File: config.mk
export PLATFORM = sky130hd
export DESIGN_NAME = timer_a_count
export DESIGN_NICKNAME = d
export VERILOG_FILES = /design/src/rtl/timer_a_count.sv
export SDC_FILE = /design/constraint.sdc
export NUM_CORES = 1
export LEC_CHECK = 0
export ABC_AREA = 1
export CAP_MARGIN = 40
export CORE_ASPECT_RATIO = 0.8
export CORE_MARGIN = 2
export CORE_UTILIZATION = 50
export CTS_CLUSTER_SIZE = 28
export DETAILED_ROUTE_END_ITERATION = 7
export GPL_TIMING_DRIVEN = 0
export PLACE_DENSITY = 0.78
export SYNTH_ARGS = -nofsm -noshare
export SYNTH_HDL_FRONTEND = slang
export SYNTH_SLANG_ARGS = --single-unit
export TNS_END_PERCENT = 50
File: constraint.sdc
create_clock -name TimerClock -period 2.5 [get_ports TimerClock]
set_input_delay 0.5 -clock TimerClock [delete_from_list [all_inputs] [get_ports TimerClock]]
set_output_delay 0.5 -clock TimerClock [all_outputs]
set_load 0.03 [all_outputs]
File: src/rtl/timer_a_count.sv
// Timer_A TAxR next-count logic: decodes MC, EQU0 and TACLR into the next
// counter value and the TAIFG set request. Only the up/down direction is stored.
module timer_a_count (
  input  logic        TimerClock,
  input  logic        reset,
  input  logic        wTACLR,
  input  logic [1:0]  MC,
  input  logic        EQU0,
  input  logic [15:0] TAxRcurrent,
  output logic [15:0] TAxRnew,
  output logic        TAIFGset
);

  typedef enum logic [1:0] {
    MC_STOP   = 2'b00,
    MC_UP     = 2'b01,
    MC_CONT   = 2'b10,
    MC_UPDOWN = 2'b11
  } mc_e;

  typedef enum logic {
    DIR_UP   = 1'b0,
    DIR_DOWN = 1'b1
  } dir_e;

  dir_e        r_dir;
  dir_e        w_dir_next;
  logic [15:0] w_inc;
  logic [15:0] w_dec;
  logic        w_is_zero;
  logic        w_is_one;
  logic        w_is_max;

  assign w_inc     = TAxRcurrent + 16'd1;
  assign w_dec     = TAxRcurrent - 16'd1;
  assign w_is_zero = (TAxRcurrent == 16'h0000);
  assign w_is_one  = (TAxRcurrent == 16'h0001);
  assign w_is_max  = (TAxRcurrent == 16'hFFFF);

  // NOTE: non-blocking assignment for the state register so every clocked
  // process samples the pre-edge value of r_dir.
  always_ff @(posedge TimerClock or posedge reset) begin
    if (reset) r_dir <= DIR_UP;
    else       r_dir <= w_dir_next;
  end

  always_comb begin
    // NOTE: defaults first so every path drives all outputs and no latch is inferred.
    TAxRnew    = TAxRcurrent;
    TAIFGset   = 1'b0;
    w_dir_next = r_dir;

    if (reset || wTACLR) begin
      TAxRnew    = 16'h0000;
      w_dir_next = DIR_UP;
    end else begin
      case (mc_e'(MC))
        MC_STOP: begin
          TAxRnew = TAxRcurrent;
        end
        MC_UP: begin
          w_dir_next = DIR_UP;
          if (EQU0) begin
            // CCR0 == 0 halts the timer without a flag
            TAxRnew  = 16'h0000;
            TAIFGset = !w_is_zero;
          end else begin
            TAxRnew = w_inc;
          end
        end
        MC_CONT: begin
          w_dir_next = DIR_UP;
          TAxRnew    = w_inc;
          TAIFGset   = w_is_max;
        end
        MC_UPDOWN: begin
          if (r_dir == DIR_UP) begin
            if (EQU0 && !w_is_zero) begin
              TAxRnew    = w_dec;
              w_dir_next = DIR_DOWN;
            end else if (EQU0) begin
              TAxRnew = 16'h0000;
            end else begin
              TAxRnew = w_inc;
            end
          end else begin
            // Flag fires on the 1 -> 0 step; turnaround happens one count later
            if (w_is_one) begin
              TAxRnew  = 16'h0000;
              TAIFGset = 1'b1;
            end else if (w_is_zero) begin
              TAxRnew    = 16'h0001;
              w_dir_next = DIR_UP;
            end else begin
              TAxRnew = w_dec;
            end
          end
        end
        default: begin
          TAxRnew = TAxRcurrent;
        end
      endcase
    end
  end

endmodule

Word-level counts from Yosys, hierarchy flattened --
Index checks and enable logic that the tools add are counted.
Word-level totals: output and inout port bits 17, register bits after elaboration 1, logic and storage cells 33, bits of input ports 22
Cells by class: reductions and logical operators 7, equality and inequality tests 5, $add $sub $neg 2, multiplexer cells 18
Operators with widths (count):
- $mux W16 | 6
- $pmux W16 S4 | 1
- $add A16 B1 Y16 const B | 1
- $eq A16 B1 Y1 const B | 1
- $eq A16 B16 Y1 const B | 1
- $logic_not A16 Y1 | 1
- $sub A16 B1 Y16 const B | 1
- $mux W1 | 9
- $eq A2 B2 Y1 const B | 2
- $pmux W1 S3 | 1
- $reduce_bool A3 Y1 | 1
- $eq A2 B1 Y1 const B | 1
- $logic_not A2 Y1 | 1
- $pmux W1 S2 | 1
- $reduce_or A2 Y1 | 1
- $logic_and A1 B1 Y1 | 1
- $logic_not A1 Y1 | 1
- $logic_or A1 B1 Y1 | 1

Logic depth before layout (Yosys ltp) --
depth after elaboration 7, gate-level depth with buffers 12, mapped depth without buffers 12

Worst setup path after synthesis --
Ideal clock, no wire load.
kind in2out, start point in TAxRcurrent[0], end point out TAxRnew[12], setup slack 0.048 ns, stages 8, path buffers 0, arrival 1.952 ns, cells stage by stage inv_1 > ha_1 > nand2_1 > nor2_1 > nand3_1 > xor2_1 > nand2_1 > a21oi_1
On the way: longest elaborated chain between the ends 7, elaborated cells on any way between the ends 13, those cells by class add/sub: 2; eq/ne: 1; mux: 7; reduce/logical: 3
RTL lines:
- start, declared | RTL line 9 | input logic [15:0] TAxRcurrent,
- parallel branches: the longest is 5 deep, another holds $add A16 B1 Y16
- $pmux W16 S4 (*) | RTL line 57 | case (mc_e'(MC))
- $mux W16 (*) | RTL line 53 | if (reset || wTACLR) begin
- end, declared | RTL line 10 | output logic [15:0] TAxRnew,
Mark *: on every way between the ends.

Worst setup path in the final report --
start point in TAxRcurrent[1], end point out TAxRnew[10]
The elaborated chain is that of the path after synthesis.

==> flow_summary.toml <==
[run_status]
status = "complete, no violations"

[layout]
syn2layout_area_growth_pct = 28.9
final_layout_size_suffix_gt1_frac = 0.280
utilization = 0.674
largest_reg_flops = 1
final_common_cell = "nand2_1"
fin_area_sq_mm = 0.00208
antenna_cells = 0
regMostFlops = "r_dir"
instances_no_fill = 390
reg_top3 = "r_dir: 1 flops"
final_cell_mix = "nand2_1 (76), inv_1 (38), nor2_1 (33)"
finalNetCount = 382
fillers = 307

[detailed_routing]
routed_wl_microns = 5190
drt_iter0_markers = 164
remaining_drc_errors = 0
viasPerCell = 5.49
num_vias = 2140
post_drt_wl_per_cell_microns = 13.3
first_pass_iters = 5
ant_nets = 0

[yosys]
syn_area_per_cell_sq_um = 5.17
synth_top_family_by_area = "simple AND/OR/NAND/NOR gates"
syn-num-nets = 342
ys_types = 31
synth_simple_gate_area_frac = 0.535
netlist_instances = 312
synth_compound_gate_area_share = 0.173
synth_warnings = 0
synthXorXnorAreaFrac = 0.0652
synth_area_sq_mm = 0.00161
yosysSeqAreaShare = 0.0155
synthMuxAreaShare = 0
synth_fa_ha_area_frac = 0.0621
synth_seq_cells = 1

[timing]
slew_headroom = 0.780
fin_ws_ps = 98.3
fin_skew_ps = 0
drv_slew = 0
fin_crit_sh = 0.961
min_period_ps = 2400
hold_ws_ps = 736
setup_violations = 0
fmax_ghz = 0.416
tns_ps = 0
worst_pin_slew_ps = 328
hold_viol = 0
rsz0062_at_grt = "true"

[run]
cap_violations = 0

[clock_tree]
clk_pin_slew_ps = 0
clk_latency_ps = 0
hold_buffers = 0

[grt]
grt_remaining_overflow = 0
antenna_found_initial = 0
grt_pass1_wl_microns = 8160
grt_usage = 0.290
grt_max_degree = 11
grt_pass1_vias = 1755

[power_and_ir_drop]
seq_power_share = 0.053
clkPwrFrac = 0
powerDensity_mw_per_mm2 = 157
intPower_uw = 126
p_comb_frac = 0.947
ir_drop_mv = 0.157
p_sw_frac = 0.615
leakagePower_nw = 1.02
power_uw = 327
power.switching_uw = 201

[floorplan]
die_height_microns = 54.8
dieArea_sq_mm = 0.00370
io_pins = 39
coreArea_sq_mm = 0.00309
die_w_microns = 67.5
rows = 18
initial_utilization = 0.523

[place]
place_area_sq_mm = 0.00196
pre_cts_ws_ps = -1170
dpl.cell_count = 382
numPortBuffers = 30
hpwl_microns = 3840
place.gp.congestion = 0.974

[worst_setup_path]
cp_common_cell = "nand2_1"
cp.required_ps = 2000
crit_fanout = 5
cp_top_family = "buffers and inverters"
startpoint_type = "input pin"
cp_num_buf_inv = 4
path_cells = "clkbuf_4, inv_2, ha_1, nand3_1, nor2_1, nand2_1, nand3_2, a21oi_4, buf_4, nand2_1, a21oi_2, buf_6"
critical_path_class = "in2out"
slowest_delay_ps = 190
cp-end-kind = "output port"
critPathSlowestCell = "ha_1"
cp.arrival_ps = 1900

[min_path]
min_path_type = "in2async"
## kinds of logic after synthesis
group | after synthesis
flip-flops | 1
AO/OA/AOI/OAI | 50
buffers and inverters | 58
XOR/XNOR | 12
adder cells (fa/ha/maj) | 8
AND/OR/NAND/NOR | 183
## final timing paths
kind / start / endpoint / slack [ps] / cells after the start
max in group asynchronous: reset / r_dir / 1670 / 2
min in group TimerClock: r_dir / r_dir / 910 / 4
setup reg to reg: r_dir / r_dir / 1380 / 6
setup / recovery: TAxRcurrent[1] / TAxRnew[10] / 100 / 12
hold / removal: reset / r_dir / 740 / 2
hold reg to reg: r_dir / r_dir / 910 / 4
## what timing repair did
| item | 4_1_cts | 5_1_grt |
|---|---|---|
| setup buffers | 7 | 2 |
| pin swaps | 5 | 7 |
| resized for setup | 141 | 41 |
| setup endpoints to repair | 17 | 16 |
## power groups by stage
stage               registers (mW)  logic [mW]  clock network, mW
global placement            0.0174       0.280                  0
finish                      0.0174       0.310                  0
CTS                         0.0174       0.289                  0
detailed placement          0.0174       0.281                  0
floorplan                   0.0172       0.187                  0
global route                0.0175       0.340                  0
## worst register-to-register path, stage by stage, from the launching register on
cell and delay, ps:
dfrtp_1 420, inv_2 170, a21oi_1 50, o21ai_0 70
o211ai_1 150, nand2_1 100, inv_1 40
## cell usage after synthesis, drive strengths merged
cell type,count,area (sq um)
buf,9,57.6
inv,46,173
nand2,85,347
o211ai,1,7.51
o21bai,1,7.51
ha,8,100
nand4,7,50.1
o21ai,25,129
a21boi,1,7.51
clkbuf,3,11.3
nand3b,2,15.0
dfrtp,1,25.0
a21oi,21,120
a21o,1,7.51
nor3,3,15.0
nand3,34,185
xor2,11,96.3
nor2,52,250
xnor2,1,8.76
## layout make-up
class	count	area, sq um	area share
plain buffers	11	72.6	0.0349
flip-flops and latches	1	25.0	0.0120
inverters	46	178	0.0854
multi-input cells	253	1470	0.706
repair buffers	39	287	0.138
well taps	40	50.0	0.0241
## layer usage
layer | track usage | part of all wire
met1 | 0.447 | 0.48
met2 | 0.440 | 0.42
met3 | 0.0123 | 0.087
met4 | 0.0646 | 0.016
met5 | 0 | 0
Power figures use the tool's default switching activity.
